===== config.mk =====
export PLATFORM = sky130hd
export DESIGN_NAME = ntp_sync_ctrl
export DESIGN_NICKNAME = d
export VERILOG_FILES = /design/src/rtl/ntp_pkg.sv /design/src/rtl/ntp_cap_chan.sv /design/src/rtl/ntp_sync_ctrl.sv
export SDC_FILE = /design/constraint.sdc
export NUM_CORES = 1
export LEC_CHECK = 0
export ABC_AREA = 0
export ABC_CLOCK_PERIOD_IN_PS = 15600
export BUFFER_PORTS_ARGS = -buffer_cell sky130_fd_sc_hd__buf_2
export CORE_AREA = 2 2 181 183
export DETAILED_ROUTE_END_ITERATION = 10
export DIE_AREA = 0 0 183 185
export PLACE_DENSITY = 0.8
export SLEW_MARGIN = 20
export SYNTH_ARGS = -nofsm -noshare
export SYNTH_HDL_FRONTEND = slang
export SYNTH_SLANG_ARGS = --single-unit
export TNS_END_PERCENT = 50

===== constraint.sdc =====
create_clock -name i_clk -period 15.6 [get_ports i_clk]
set_input_delay 2.34 -clock i_clk [delete_from_list [all_inputs] [get_ports i_clk]]
set_output_delay 2.34 -clock i_clk [all_outputs]
set_load 0.05 [all_outputs]

===== src/rtl/ntp_pkg.sv =====
// ntp_pkg -- shared definitions for the NTP sync controller slice.
//   NTP_W             : width of an NTP timestamp (32.32 fixed point)
//   DEF_SET_COMP      : default set compensation (one 1 us fraction step)
//   DEF_LOST_PERIODS  : default number of 16 s periods before sync is lost
//   set_state_e       : set FSM state encoding
package ntp_pkg;

    localparam int                NTP_W            = 64;
    localparam logic [NTP_W-1:0]  DEF_SET_COMP     = 64'd4295;
    localparam logic [7:0]        DEF_LOST_PERIODS = 8'd4;

    typedef enum logic [1:0] {
        ST_IDLE   = 2'd0,
        ST_LOAD   = 2'd1,
        ST_SETTLE = 2'd2
    } set_state_e;

endpackage


===== src/rtl/ntp_cap_chan.sv =====
// ntp_cap_chan -- one timestamp capture channel.
//   i_clk, i_rst : clock, async active-high reset
//   i_pulse      : capture event, samples i_ts this cycle
//   i_ack        : consumer acknowledge, clears o_vld when no pulse
//   i_ts         : live timestamp
//   o_ts         : captured timestamp
//   o_vld        : capture valid
//   o_ovr        : sticky overrun (unconsumed capture overwritten)
module ntp_cap_chan
    import ntp_pkg::*;
(
    input  logic             i_clk,
    input  logic             i_rst,
    input  logic             i_pulse,
    input  logic             i_ack,
    input  logic [NTP_W-1:0] i_ts,
    output logic [NTP_W-1:0] o_ts,
    output logic             o_vld,
    output logic             o_ovr
);

    always_ff @(posedge i_clk or posedge i_rst) begin
        if (i_rst) begin
            o_ts  <= '0;
            o_vld <= 1'b0;
            o_ovr <= 1'b0;
        end else if (i_pulse) begin
            o_ts  <= i_ts;
            o_vld <= 1'b1;
            // A same-cycle ack consumes the old sample, so it is not lost.
            if (o_vld && !i_ack)
                o_ovr <= 1'b1;
        end else if (i_ack) begin
            o_vld <= 1'b0;
        end
    end

endmodule


===== src/rtl/ntp_sync_ctrl.sv =====
// ntp_sync_ctrl -- arbitrates host/network set requests onto the timestamp
// counter load port, captures timestamps per channel and tracks sync loss.
//   i_clk, i_rst                          : clock, async active-high reset
//   i_host_set_req/val, o_host_set_ack    : host set port (level req, ack pulse)
//   i_net_set_req/val,  o_net_set_ack     : network set port (lower priority)
//   o_ntp_set, o_ntp_set_sig              : load value and one-cycle strobe
//   i_ntp_get, i_ntp_sig                  : live timestamp, 16 s period pulse
//   i_cap_pulse, i_cap_ack                : per-channel capture event / ack
//   o_cap_ts, o_cap_vld, o_cap_ovr        : per-channel capture results
//   o_sync_lost                           : too many periods without a set
module ntp_sync_ctrl
    import ntp_pkg::*;
#(
    parameter logic [NTP_W-1:0] P_SET_COMP     = DEF_SET_COMP,
    parameter logic [7:0]       P_LOST_PERIODS = DEF_LOST_PERIODS,
    parameter int               P_NCAP         = 3
) (
    input  logic                    i_clk,
    input  logic                    i_rst,
    input  logic                    i_host_set_req,
    input  logic [NTP_W-1:0]        i_host_set_val,
    output logic                    o_host_set_ack,
    input  logic                    i_net_set_req,
    input  logic [NTP_W-1:0]        i_net_set_val,
    output logic                    o_net_set_ack,
    output logic [NTP_W-1:0]        o_ntp_set,
    output logic                    o_ntp_set_sig,
    input  logic [NTP_W-1:0]        i_ntp_get,
    input  logic                    i_ntp_sig,
    input  logic [P_NCAP-1:0]       i_cap_pulse,
    input  logic [P_NCAP-1:0]       i_cap_ack,
    output logic [P_NCAP*NTP_W-1:0] o_cap_ts,
    output logic [P_NCAP-1:0]       o_cap_vld,
    output logic [P_NCAP-1:0]       o_cap_ovr,
    output logic                    o_sync_lost
);

    set_state_e state, state_nxt;
    logic       win_net;      // winner of the set in flight
    logic       accept;
    logic       accept_net;
    logic [7:0] period_cnt;

    always_ff @(posedge i_clk or posedge i_rst) begin
        if (i_rst) state <= ST_IDLE;
        else       state <= state_nxt;
    end

    // Strobe and acks decode straight from state so reset kills them at once.
    always_comb begin
        state_nxt      = state;
        o_ntp_set_sig  = 1'b0;
        o_host_set_ack = 1'b0;
        o_net_set_ack  = 1'b0;
        accept         = 1'b0;
        accept_net     = 1'b0;
        case (state)
            ST_IDLE: begin
                if (i_host_set_req || i_net_set_req) begin
                    accept     = 1'b1;
                    accept_net = !i_host_set_req;   // host has priority
                    state_nxt  = ST_LOAD;
                end
            end
            ST_LOAD: begin
                o_ntp_set_sig = 1'b1;
                state_nxt     = ST_SETTLE;
            end
            ST_SETTLE: begin
                o_host_set_ack = !win_net;
                o_net_set_ack  = win_net;
                state_nxt      = ST_IDLE;
            end
            default: state_nxt = ST_IDLE;
        endcase
    end

    // Value is captured at acceptance; requester may drop req afterwards.
    always_ff @(posedge i_clk or posedge i_rst) begin
        if (i_rst) begin
            win_net   <= 1'b0;
            o_ntp_set <= '0;
        end else if (accept) begin
            win_net   <= accept_net;
            o_ntp_set <= (accept_net ? i_net_set_val : i_host_set_val) + P_SET_COMP;
        end
    end

    // Periods since last completed set; clear in SETTLE beats a period pulse.
    always_ff @(posedge i_clk or posedge i_rst) begin
        if (i_rst)
            period_cnt <= '0;
        else if (state == ST_SETTLE)
            period_cnt <= '0;
        else if (i_ntp_sig && period_cnt != 8'hFF)
            period_cnt <= period_cnt + 8'd1;
    end

    assign o_sync_lost = (period_cnt >= P_LOST_PERIODS);

    for (genvar n = 0; n < P_NCAP; n++) begin : g_cap
        ntp_cap_chan u_chan (
            .i_clk   (i_clk),
            .i_rst   (i_rst),
            .i_pulse (i_cap_pulse[n]),
            .i_ack   (i_cap_ack[n]),
            .i_ts    (i_ntp_get),
            .o_ts    (o_cap_ts[n*NTP_W +: NTP_W]),
            .o_vld   (o_cap_vld[n]),
            .o_ovr   (o_cap_ovr[n])
        );
    end

endmodule


======== Yosys cells after proc, flatten, opt, wreduce, memory -nomap -nowiden ========
Index checks and enable logic that the tools add are counted.
Widths: inputs -> output; s select.
storage, ports and cells
  bits in registers ....................... 273
  input port bits ......................... 203
  output and inout port bits .............. 266
  logic and storage cells ................. 56
cells by class
  add/sub/neg operators ................... 2
  order comparisons ....................... 1
  equal/unequal tests ..................... 4
  muxes and demuxes ....................... 18
  reductions and logical operators ........ 18
operator list
  operator                count
  $add 64x13->64 const B  1
  $mux 64                 1
  $mux 8                  2
  $mux 1                  13
  $add 8x1->8 const B     1
  $ge 8x3->1 const B      1
  $ne 8x8->1 const B      1
  $reduce_bool 2->1       4
  $reduce_and 2->1        3
  $logic_not 1->1         5
  $logic_and 1x1->1       4
  $pmux 2 s2              1
  $eq 2x1->1 const B      1
  $eq 2x2->1 const B      1
  $logic_not 2->1         1
  $mux 2                  1
  $ne 2x2->1 const B      1
  $logic_or 1x1->1        1

======== Longest topological paths before layout ========
  depth in word-level cells ............... 5
  mapped depth ............................ 15
  gate-level depth less buffers ........... 9

======== By module ========
From an unflattened synthesis, not the netlist that was laid out.
second synthesis, totals
  cell total of the unflattened synthesis .. 1203
  area total of the unflattened synthesis .. 13997.2 µm²
by module, submodules not included
  module         times used  cells each  area each (µm²)  seq. area each (µm²)
  ntp_cap_chan   3           141         2605.0           1651.6
  ntp_sync_ctrl  1           780         6182.2           1876.8

======== Least setup slack after synthesis ========
OpenSTA, ideal clock, no wires.
  path type ............................... input to register
  start point ............................. in i_host_set_req
  end point ............................... reg o_ntp_set[54]
  setup time .............................. 0.126 ns
  data arrival time ....................... 5.462 ns
  required time ........................... 15.474 ns
  path slack .............................. 10.011 ns
  stages .................................. 14
  buffers on the path ..................... 5
  cell sequence ........................... or4b_1 -> buf_6 -> buf_6 -> buf_2 -> clkbuf_1 -> clkbuf_1 -> mux2i_1 -> ha_1 -> nand2b_1 -> mux2i_1 -> o211a_1 -> nor4_4 -> a211oi_1 -> a311o_1
between the ends
  word-level cells in the longest chain between the ends .. 5
  elaborated cells between the ends (all ways) .. 8
  classes of those cells .................. add/sub: 1; mux: 5; reduce/logical: 2
RTL lines
  what                                                 line                                      source
  start, declared                                      ntp_sync_ctrl.sv:20                       input logic i_host_set_req,
  $logic_not 1->1 or $logic_or 1x1->1 (tied branches)  ntp_sync_ctrl.sv:61, ntp_sync_ctrl.sv:59
  $mux 1                                               ntp_sync_ctrl.sv:59                       if (i_host_set_req || i_net_set_req) begin
  $mux 1                                               ntp_sync_ctrl.sv:57                       case (state)
  $mux 64                                              ntp_sync_ctrl.sv:85                       o_ntp_set <= (accept_net ? i_net_set_val : i_host_set_val) + P_SET_COMP;
  $add 64x13->64                                       ntp_sync_ctrl.sv:85
  end signal, assigned                                 ntp_sync_ctrl.sv:85
  end, declared                                        ntp_sync_ctrl.sv:26                       output logic [NTP_W-1:0] o_ntp_set,
Parallel ways exist; a longest one is shown, timed or not.
A chain may end at the register's enable or synchronous reset.

======== Worst setup path after layout ========
  start point ............................. in i_host_set_req
  end point ............................... reg o_ntp_set[52]
The elaborated chain is that of the path after synthesis.

==> impl_metrics.ini <==
[power]
ir_drop_v = 0.000242
clock_power_share_pct = 26.5
p_int_uw = 1590
comb_power_share_pct = 40.0
swShare_pct = 43.5
power.switching_uw = 1230
p_leak_uw = 0.00792
p_per_area_mw_per_mm2 = 163
power_frac_seq_pct = 33.5

[synth]
ys_seq_area_share_pct = 50.2
yosys.area.top_type = dfrtp_1
synthTopCellsByArea = dfrtp_1 (50%), mux2_2 (16%), mux2i_1 (4.2%)
syn_area_sq_mm = 0.0136
synth_warnings = 0
syn_inst = 1196
synth-main-ff-cell = dfrtp_1
async_reset_ff_share_pct = 100
ys_ff_latch = 273
syn_area_per_cell_sq_um = 11.4
syn_nets = 1402
ys_types = 79
synth_top_area_share_pct = 50.2
synth-edff-count = 0

[routing]
vias = 11900
drt_iter0_drc = 690
post-route-drc-count = 0
first_pass_iters = 5
postRouteAntennaNets = 0
drt_wl_total_microns = 45300
vias_per_cell = 5.73
wl_per_cell_microns = 21.8

[clocking]
hold_buffers = 0
clockRootBuffer = clkbuf_16
htreeDepth = 1
cts_tree = done
cts_buffers = 29
clock_latency_ns = 0.55
ctsLongestPathBuffers = 3
clk_pin_slew_ns = 0.06
cts_sinks = 273
cts_resized = 0
post-cts-setup-buffers = 0

[timing]
setup_tns_ns = 0
hold_ws_ns = 0.471
finalSetupViolCount = 0
rsz0062_at_grt = no
period_needed_ns = 5.19
clock_skew_ns = 0.00608
clock.fmax_ghz = 0.193
slew_headroom_pct = 22.6
finalCritPeriodShare_pct = 33.3
maxSlewViolCount = 0
hold_viol = 0
worstMarginPinSlew_ns = 1.15

[run_status]
status = completed

[setup_path]
setup.worst_path.class = input pin to flop
end_kind = flop
worst_setup_path_start_kind = input pin
required_ns = 16.08
cp_max_fo = 73
arrival_ns = 5.68

[die]
coreArea_sq_mm = 0.0320
ioPinCount = 469
rows = 66
die_x_microns = 183
dieArea_sq_mm = 0.0339
dieHeight_microns = 185
initial_core_util_pct = 42.5

[place]
place_hpwl_microns = 34100
port_buffers = 468
gp_congestion = 0.932

[layout]
drive_above_1_share_pct = 45.5
multi_input_area_sq_mm = 0.00645
num-fill-cells = 2813
areaGrowthSynthToFinish_pct = 27.2
fin_nets = 1843
final_util_pct = 54.1
regArea_sq_mm = 0.00683

[grt]
grt_overflow = 0
antenna_found_initial = 12
grt_max_degree = 123
first_global_vias = 11900
grt_use_total_pct = 25.8
grt_pass1_wl_microns = 68500

[min_path]
hold_class = flop to flop

[flow_run]
maxCapViolations = 0
final timing paths:
kind / cells after the start / start / end / slack (ns)
setup / recovery: 9 / i_host_set_req / o_ntp_set[52] / 10.41
hold / removal: 1 / g_cap[1].u_chan.o_ovr / g_cap[1].u_chan.o_ovr / 0.47
setup reg to reg: 8 / state[0] / o_ntp_set[52] / 11.83
hold reg to reg: 1 / g_cap[1].u_chan.o_ovr / g_cap[1].u_chan.o_ovr / 0.47
max in group asynchronous: 3 / i_rst / g_cap[2].u_chan.o_ts[36] / 12.09
min in group asynchronous: 2 / i_rst / g_cap[2].u_chan.o_ts[37] / 1.98
power groups by stage:
stage               logic [uW]  clock network (uW)  registers, uW
floorplan                  367                   0           1400
finish                    1130                 747            945
global placement          1110                   0            951
global route              1200                 790            960
CTS                       1130                 762            943
detailed placement        1130                   0            952
flip-flops by register name, indices dropped and copies added, names as in the netlist:
register	flops
g_cap.u_chan.o_ovr	3
g_cap.u_chan.o_ts	192
g_cap.u_chan.o_vld	3
o_ntp_set	64
period_cnt	8
state	2
win_net	1
synthesized netlist by cell type (all sizes together) (12+ instances only):
| cell type | number |
|---|---|
| nor3 | 26 |
| o21ai | 47 |
| mux2i | 58 |
| clkbuf | 43 |
| nand4 | 42 |
| nand2 | 122 |
| o211ai | 12 |
| nor2 | 56 |
| xnor2 | 32 |
| dfrtp | 273 |
| buf | 24 |
| nand3 | 46 |
| mux2 | 199 |
| nor4 | 19 |
| a21oi | 12 |
| and3 | 18 |
layout make-up:
class / count / share of cell area, %
Multi-Input combinational cell: 846 / 37.2
Tap cell: 408 / 2.95
Sequential cell: 273 / 39.4
Clock inverter: 11 / 1.12
Inverter: 10 / 0.260
Antenna cell: 8 / 0.116
Timing Repair Buffer: 477 / 14.0
Clock buffer: 40 / 4.89
stage by stage:
step,worst slack (ns),std cells,cell area (sq um),total power [uW]
global placement,10.01,2014,16300,2060
detailed placement,9.90,2014,16300,2080
global route,10.17,2069,17300,2950
floorplan,5.74,1196,13600,1770
CTS,10.47,2065,17300,2840
finish,10.41,2073,17300,2820
critical path: stages:
cell and delay [ns]:
buf_2 0.15, nor4b_4 0.21, buf_4 0.42, buf_4 0.82, mux2i_1 0.43, o221ai_1 0.39, or3_4 0.48, mux2_4 0.30
nand3_1 0.07
placed cells by master (no fill, tap or decap), types with 8 or more instances in the layout:
| cell | synthesis | final |
|---|---|---|
| nand2_1 | 122 | 122 |
| nand3_1 | 46 | 46 |
| nand2b_1 | 9 | 9 |
| o31ai_1 | 9 | 8 |
| and2_1 | 8 | 8 |
| xnor2_1 | 32 | 32 |
| dfrtp_1 | 273 | 273 |
| xor2_1 | 10 | 10 |
| buf_2 | 13 | 467 |
| buf_4 | 6 | 8 |
| inv_1 | 10 | 9 |
| a31oi_1 | 8 | 8 |
| nand4_1 | 42 | 42 |
| and3_1 | 18 | 18 |
| clkbuf_8 | 0 | 8 |
| nor4_1 | 15 | 15 |
| diode_2 | 0 | 8 |
| o21ai_0 | 46 | 46 |
| o211ai_1 | 12 | 12 |
| nor2_1 | 55 | 55 |
| mux2_2 | 198 | 198 |
| nor3_1 | 26 | 26 |
| mux2i_1 | 57 | 57 |
| a21oi_1 | 11 | 11 |
| clkbuf_16 | 0 | 29 |
metal layers:
layer | vias up | share of wire (%) | track usage, %
li1 | 5313 | - | -
met1 | 5844 | 37 | 29.6
met2 | 581 | 50 | 46.0
met3 | 122 | 9.2 | 7.14
met4 | 8 | 3.8 | 9.57
met5 | - | 0.11 | 0
kinds of logic after synthesis:
family	synth area share, %
DFF	50.2
AOI/OAI and AO/OA	8.46
xor gates and xnor gates	2.70
buffers and inverters	2.57
adders and majority gates	0.276
and+or+nand+nor	15.0
muxes	20.8
Note: power is estimated with default switching activity, not from simulation.
